[src/rtl/rsa_ctrl.sv]
// Bus-mapped front end for the rsa modular-exponentiation engine.
// It holds the operand registers, runs the start/done handshake, latches C and counts run cycles.
module rsa_ctrl #(
    parameter int WIDTH  = 64,
    parameter int E_BITS = 64
) (
    input  logic              clk,
    input  logic              rst,
    input  logic              bus_sel,
    input  logic              bus_we,
    input  logic [7:0]        bus_addr,
    input  logic [31:0]       bus_wdata,
    output logic [31:0]       bus_rdata,
    output logic              irq,
    output logic              rsa_start,
    output logic [WIDTH-1:0]  rsa_M,
    output logic [WIDTH-1:0]  rsa_N,
    output logic [WIDTH-1:0]  rsa_N_INV,
    output logic [WIDTH-1:0]  rsa_R2,
    output logic [E_BITS-1:0] rsa_E,
    input  logic [WIDTH-1:0]  rsa_C,
    input  logic              rsa_done
);
    localparam int WW = WIDTH / 32;
    localparam int EW = E_BITS / 32;

    typedef enum logic [1:0] {S_IDLE, S_PULSE, S_WAIT} state_t;

    state_t            state_q;
    logic [WIDTH-1:0]  m_q, n_q, ninv_q, r2_q, c_q;
    logic [E_BITS-1:0] e_q;
    logic [31:0]       cycles_q, rdata_q, rd_word;
    logic              irq_en_q, stat_done_q, err_q, rsa_done_q, start_q;

    logic [2:0] region;
    int         wi;
    logic       wr, rd, busy, ctrl_wr, op_wr, start_req, clr_req, complete;

    // Each operand occupies a 32-byte window: addr[7:5] selects it, addr[4:2] the word.
    assign region    = bus_addr[7:5];
    assign wi        = int'(bus_addr[4:2]);
    assign wr        = bus_sel & bus_we;
    assign rd        = bus_sel & ~bus_we;
    assign busy      = (state_q != S_IDLE);
    assign ctrl_wr   = wr && (bus_addr[7:2] == 6'd0);
    assign op_wr     = wr && (region >= 3'd1) && (region <= 3'd5);
    assign start_req = ctrl_wr & bus_wdata[0];
    assign clr_req   = ctrl_wr & bus_wdata[2];
    assign complete  = (state_q == S_WAIT) && rsa_done && !rsa_done_q;

    always_comb begin
        rd_word = '0;
        case (region)
            3'd0: begin
                case (bus_addr[4:2])
                    3'd0:    rd_word = {30'd0, irq_en_q, 1'b0};
                    3'd1:    rd_word = {29'd0, err_q, stat_done_q, busy};
                    3'd2:    rd_word = cycles_q;
                    default: rd_word = '0;
                endcase
            end
            3'd1: if (wi < WW) rd_word = m_q[32*wi +: 32];
            3'd2: if (wi < EW) rd_word = e_q[32*wi +: 32];
            3'd3: if (wi < WW) rd_word = n_q[32*wi +: 32];
            3'd4: if (wi < WW) rd_word = ninv_q[32*wi +: 32];
            3'd5: if (wi < WW) rd_word = r2_q[32*wi +: 32];
            3'd6: if (wi < WW) rd_word = c_q[32*wi +: 32];
            default: rd_word = '0;
        endcase
    end

    always_ff @(posedge clk) begin
        if (rst) begin
            state_q     <= S_IDLE;
            m_q         <= '0;
            n_q         <= '0;
            ninv_q      <= '0;
            r2_q        <= '0;
            e_q         <= '0;
            c_q         <= '0;
            cycles_q    <= '0;
            rdata_q     <= '0;
            irq_en_q    <= 1'b0;
            stat_done_q <= 1'b0;
            err_q       <= 1'b0;
            rsa_done_q  <= 1'b0;
            start_q     <= 1'b0;
        end else begin
            rsa_done_q <= rsa_done;
            if (rd) rdata_q <= rd_word;
            if (ctrl_wr) irq_en_q <= bus_wdata[1];

            if (op_wr && !busy) begin
                case (region)
                    3'd1: if (wi < WW) m_q[32*wi +: 32]    <= bus_wdata;
                    3'd2: if (wi < EW) e_q[32*wi +: 32]    <= bus_wdata;
                    3'd3: if (wi < WW) n_q[32*wi +: 32]    <= bus_wdata;
                    3'd4: if (wi < WW) ninv_q[32*wi +: 32] <= bus_wdata;
                    3'd5: if (wi < WW) r2_q[32*wi +: 32]   <= bus_wdata;
                    default: ;
                endcase
            end

            // Clear is applied first so a same-cycle set (completion or new error) wins.
            if (clr_req) begin
                stat_done_q <= 1'b0;
                err_q       <= 1'b0;
            end
            if (busy && (start_req || op_wr)) err_q <= 1'b1;

            case (state_q)
                S_IDLE: begin
                    if (start_req) begin
                        stat_done_q <= 1'b0;
                        cycles_q    <= '0;
                        start_q     <= 1'b1;
                        state_q     <= S_PULSE;
                    end
                end
                S_PULSE: begin
                    start_q <= 1'b0;
                    state_q <= S_WAIT;
                end
                S_WAIT: begin
                    if (cycles_q != 32'hFFFF_FFFF) cycles_q <= cycles_q + 32'd1;
                    if (complete) begin
                        c_q         <= rsa_C;
                        stat_done_q <= 1'b1;
                        state_q     <= S_IDLE;
                    end
                end
                default: begin
                    start_q <= 1'b0;
                    state_q <= S_IDLE;
                end
            endcase
        end
    end

    assign bus_rdata = rdata_q;
    assign irq       = stat_done_q & irq_en_q;
    assign rsa_start = start_q;
    assign rsa_M     = m_q;
    assign rsa_N     = n_q;
    assign rsa_N_INV = ninv_q;
    assign rsa_R2    = r2_q;
    assign rsa_E     = e_q;
endmodule

[config.mk]
export PLATFORM = sky130hd
export DESIGN_NAME = rsa_ctrl
export DESIGN_NICKNAME = d
export VERILOG_FILES = /design/src/rtl/rsa_ctrl.sv
export SDC_FILE = /design/constraint.sdc
export NUM_CORES = 1
export LEC_CHECK = 0
export BUFFER_PORTS_ARGS = -buffer_cell sky130_fd_sc_hd__buf_2
export CORE_ASPECT_RATIO = 1.4
export CORE_MARGIN = 2
export CORE_UTILIZATION = 49
export DETAILED_ROUTE_END_ITERATION = 8
export GPL_TIMING_DRIVEN = 0
export PLACE_DENSITY = 0.76
export SETUP_SLACK_MARGIN = 0.5
export SYNTH_ARGS = -nofsm -noshare
export SYNTH_HDL_FRONTEND = slang
export SYNTH_SLANG_ARGS = --single-unit
[constraint.sdc]
create_clock -name clk -period 3.1 [get_ports clk]
set_clock_uncertainty 0.15 [all_clocks]
set_input_delay 0.155 -clock clk [delete_from_list [all_inputs] [get_ports clk]]
set_output_delay 0.155 -clock clk [all_outputs]
set_load 0.01 [all_outputs]
=== Word level (Yosys, flattened, before mapping) ===
Cells that the tools add are included.

* $add $sub $neg: 2
* Order comparisons: 3
* Eq/ne operators: 14
* Shifts and indexed selects: 8
* Mux-type cells: 27
* Bitwise operators: 7
* Reductions and logical operators: 26

{| class="wikitable"
|+ Operator list
! kind !! count
|-
| $shiftx A64 B9 Y32 || 6
|-
| $bwmux W64 || 5
|-
| $mux W32 || 8
|-
| $pmux W32 S7 || 1
|-
| $pmux W32 S3 || 1
|-
| $pmux W32 S2 || 1
|-
| $shift A32 B33 Y64 const A || 1
|-
| $shiftx A32 B33 Y64 || 1
|-
| $neg A8 Y33 || 1
|-
| $add A32 B1 Y32 const B || 1
|-
| $ne A32 B32 Y1 const B || 1
|-
| $reduce_and A3 Y1 || 6
|-
| $eq A3 B2 Y1 const B || 3
|-
| $eq A3 B3 Y1 const B || 3
|-
| $logic_and A1 B1 Y1 || 7
|-
| $eq A3 B1 Y1 const B || 2
|-
| $logic_not A3 Y1 || 2
|-
| $logic_not A6 Y1 || 1
|-
| $mux W1 || 6
|-
| $pmux W2 S3 || 1
|-
| $reduce_and A2 Y1 || 3
|-
| $reduce_bool A2 Y1 || 3
|-
| $and A1 B1 Y1 || 5
|-
| $mux W2 || 2
|-
| 12 further kinds || 16
|}

* Bits in registers: 455
* Bits of input ports: 109
* Output and inout bits: 354
* Word-level logic and storage cells: 101

=== Depth between registers and ports, before layout ===
* Depth after elaboration: 6
* Mapped depth: 15

=== Worst setup path before layout ===
Ideal clock, no wire load.

* Kind: input to register
* Start point: input port bus_addr[2]
* End point: register n_q[2] (netlist: rsa_N[2])
* Setup time: 0.132 ns
* Data arrival time: 3.039 ns
* Data required time: 2.818 ns
* Slack: -0.222 ns
* Stages on the path: 15
* Path buffers: 7
* Cells stage by stage: buf_2 > buf_2 > buf_2 > buf_2 > inv_1 > ha_1 > ha_1 > nor3_4 > nand2b_1 > buf_2 > or3_1 > clkbuf_1 > clkbuf_1 > nand2_1 > a21oi_1

* Cells in the longest elaborated chain, start to end: 3
* Elaborated cells between the ends (all ways): 6
* Those cells by class: add/sub (1); order compare (1); shift (2); mux (1); reduce/logical (1)

{| class="wikitable"
|+ RTL lines
! what !! RTL line !! text
|-
| start: declaration || 11 || <nowiki>input logic [7:0] bus_addr,</nowiki>
|-
| $neg A8 Y33 || 97 || <nowiki>3'd3: if (wi < WW) n_q[32*wi +: 32] <= bus_wdata;</nowiki>
|-
| $shiftx A32 B33 Y64 or $shift A32 B33 Y64 (tied branches) || 97 ||
|-
| $bwmux W64 || 97 ||
|-
| end signal: indexed assignment || 97 ||
|-
| end: declaration || 30 || <nowiki>logic [WIDTH-1:0] m_q, n_q, ninv_q, r2_q, c_q;</nowiki>
|}

Parallel ways exist; a longest one is shown, timed or not.
A chain may end at the register's enable or synchronous reset.

=== Worst setup path in the final report ===
* Start point: input port bus_addr[2]
* End point: register rdata_q[11] (netlist: bus_rdata[11])

* Cells in the longest elaborated chain, start to end: 3
* Elaborated cells between the ends (all ways): 18
* Those cells by class: order compare (1); eq/ne (2); shift (6); mux (8); reduce/logical (1)

{| class="wikitable"
|+ RTL lines
! what !! RTL line !! text
|-
| $shiftx A64 B9 Y32 (tied with other cells) || 67 || <nowiki>3'd6: if (wi < WW) rd_word = c_q[32*wi +: 32];</nowiki>
|-
| $mux W32 (tied with other cells) || 67 ||
|-
| $pmux W32 S7 (*) || 53 || <nowiki>case (region)</nowiki>
|-
| end signal: assignment || 90 || <nowiki>if (rd) rdata_q <= rd_word;</nowiki>
|-
| end: declaration || 32 || <nowiki>logic [31:0] cycles_q, rdata_q, rd_word;</nowiki>
|}

Every way passes the cells marked *; elsewhere a longest branch is shown, timed or not.

==> impl_metrics.tcl <==
set metrics [dict create \
    yosys_warnings 0 \
    combPwrFrac_pct 7.2 \
    max-slew-margin-rel_pct 17.1 \
    timing_hold_violations_final 0 \
    cellPowerDensity_mw_per_mm2 478 \
    floorplan.rows 87 \
    power.net_switching_uw 3040 \
    synth.yosys.seq_area_share_pct 45.3 \
    worst_pin_slew_ns 1.24 \
    initial_utilization_pct 49.8 \
    end_kind "flip-flop" \
    worstHoldPathType "input port to flip-flop" \
    critical_path_arrival_ns 2.97 \
    hold_ws_ns 0.0305 \
    gp_congestion 1.04 \
    unrepaired_setup_endpoints_after_global_routing "true" \
    async_reset_ff_share_pct 0 \
    power_frac_seq_pct 47.3 \
    cap_viol_max_count 0 \
    fmax_mhz 374 \
    preCtsSetupSlack_ns -0.423 \
    critical_path.max_fanout 10 \
    setup_ws_ns 0.428 \
    die_w_um 175 \
    core_area_mm2 0.0404 \
    num_io_pins 463 \
    h-tree-depth 2 \
    power.clock.fraction_pct 45.5 \
    timing.critical_path.slowest_cell_delay_ns 0.75 \
    grt_antenna_before_repair 5 \
    main_area_contributors_after_synthesis "dfxtp_1, nand2_1, a21oi_1" \
    dr.first_iter.drc_count 3740 \
    routed_wire_length_per_instance_um 28.1 \
    cts_buffers 45 \
    route.final.wire_length_um 103000 \
    grt_first_pass_wirelength_um 145000 \
    dieHeight_um 244 \
    final_layout_size_suffix_gt1_share_pct 21.4 \
    power_leakage_uw 0.0104 \
    power.share.switching_pct 24.6 \
    final_net_count 3217 \
    dr.pass1.iters 8 \
    placement.io_buffers 436 \
    outcome "finished clean" \
    fin_crit_ns 2.67 \
    layout.cell_area.non_filler_mm2 0.0259 \
    critical_path.most_common_cell "buf_2" \
    root_buffer "clkbuf_16" \
    route.vias.total 23600 \
    syn-cell-area_mm2 0.0201 \
    synth_edf_count 0 \
    antenna_violating_nets_left 0 \
    worst-setup-path-type "input port to flip-flop" \
    critical_path_s_slowest_cell "mux2i_1" \
    grt_max_degree 14 \
    netlist-cell-type-count 46 \
    finalCoreUtilization_pct 64.0 \
    layout_commonest_cell "nand2_1" \
    clock_latency_ns 0.58 \
    synth.largest_area_cell "dfxtp_1" \
    grt_overflow 0 \
    placedInstanceArea_mm2 0.0231 \
    vdd.ir_drop.worst_mv 0.445 \
    final_max_slew_viols 0 \
    area_growth_pct 28.7 \
    clkSlewWorstSetupHoldPaths_ns 0.06 \
    longest_clk_path_bufs 3 \
    worst_setup_path_start_kind "input port" \
    worstPathCellList "buf_2 -> buf_8 -> buf_6 -> buf_2 -> mux2i_1 -> o22ai_1 -> or3_1 -> a222oi_1 -> nor2_1" \
    die_area_mm2 0.0427 \
    number_of_global_route_vias_before_repair 22200 \
    area_share_of_the_leading_cell_type_in_the_synthesized_netlist_pct 45.3 \
    critPathRequiredTime_ns 3.40 \
    route.detailed.vias_per_inst 6.46 \
    tritoncts_clock_tree "done" \
    fin_crit_sh_pct 86.2 \
    total_power_uw 12400 \
    syn-num-nets 2619 \
    most_instantiated_flip_flop_cell_in_the_synthesis_netlist "dfxtp_1" \
    drcViolationCount 0 \
    synth_cells 2504 \
    dp_hpwl_um 74100 \
    syn-mean-instance-area_um2 8.03 \
    clock_sinks 455 \
    globalRouteTotalUtil_pct 46.0 \
    fill_cells 3559 \
    postSynthRegisterBits 455 \
    finalSetupViolations 0 \
    final_cell_mix "nand2_1, buf_2, dfxtp_1" \
    p_int_uw 9330 \
]
==> worst max-delay path, delay by kind of cell <==
kind,cells,cell delay [ns]
buffers and inverters,4,0.91
multiplexers,1,0.75
AND/OR/NAND/NOR,2,0.57
AO/OA/AOI/OAI,2,0.57
==> cells in the mapped netlist (9+ instances only) <==
master,count
nand3_1,127
and3_1,19
a222oi_1,29
or4_1,20
dfxtp_1,455
mux2i_1,195
a21oi_1,413
nand4_1,25
nor2_1,50
nand2_1,671
buf_6,9
buf_2,92
clkbuf_1,135
nor3_2,10
o22ai_1,99
and2_1,9
o31ai_1,20
or3_1,41
==> final cells by class <==
cell class | count | area, um2 | area share [%]
antenna | 3 | 7.51 | 0.0290
clock buffer | 61 | 1330 | 5.14
timing repair buffer | 551 | 3300 | 12.8
multi-input combinational | 1801 | 10000 | 38.7
buffer | 240 | 1270 | 4.90
inverter | 8 | 36.3 | 0.140
sequential | 455 | 9110 | 35.2
tap | 534 | 668 | 2.58
clock inverter | 10 | 129 | 0.498
==> through the flow <==
step                      std cells  setup TNS, ns
after floorplan                2504              0
after global placement         3474         -51.40
after detailed placement       3474         -59.03
after CTS                      3651              0
after global routing           3661              0
final                          3663              0
==> registers in the layout, indices dropped and copies added (netlist names), 2 cells and up <==
signal and count:
rsa_N_INV 64, rsa_N 64, rsa_M 64, state_q 2
rsa_E 64, cycles_q 32, rsa_R2 64, bus_rdata 32
c_q 64
==> per-layer routing <==
metal  share of wire [%]  wire length (um)  track usage [%]  vias to the layer above
li1                    -                 -                -                     9918
met4                  12             12300             42.4                        2
met2                  43             43900             70.1                     2081
met5               0.011                11                0                        -
met3                  13             13300             12.0                      675
met1                  32             33300             52.5                    11000
==> final timing paths <==
path | cells after the start | to | slack [ns] | from
worst max-delay path | 9 | bus_rdata[11] | 0.43 | bus_addr[2]
worst min-delay path | 3 | cycles_q[1] | 0.03 | rst
worst max register to register | 8 | rsa_E[60] | 0.48 | state_q[1]
worst min register to register | 2 | c_q[28] | 0.30 | c_q[28]
==> power groups by stage <==
stage	clock, uW	sequential, uW	combinational (uW)
after floorplan	0	5980	373
after global placement	0	5980	709
after detailed placement	0	5980	713
after CTS	5550	5850	819
after global routing	5800	5850	889
final	5630	5850	895
==> timing repair <==
item	CTS	global route
pin swaps	2	3
hold buffers	102	0
setup buffers	4	9
endpoints found under the hold margin	307	0
endpoints found under the setup margin	231	331
resized for setup	9	78
==> kinds of logic (layout without fill, tap and decap cells) <==
family | after synthesis | in the layout | share of synthesized area (%)
buffers and inverters | 248 | 870 | 5.54
other | 0 | 3 | 0
muxes | 196 | 196 | 9.77
DFF | 455 | 455 | 45.3
adders and majority gates | 6 | 6 | 0.373
AOI/OAI and AO/OA | 582 | 582 | 16.4
and+or+nand+nor | 1017 | 1017 | 22.6
Note: power is estimated with default switching activity, not from simulation.
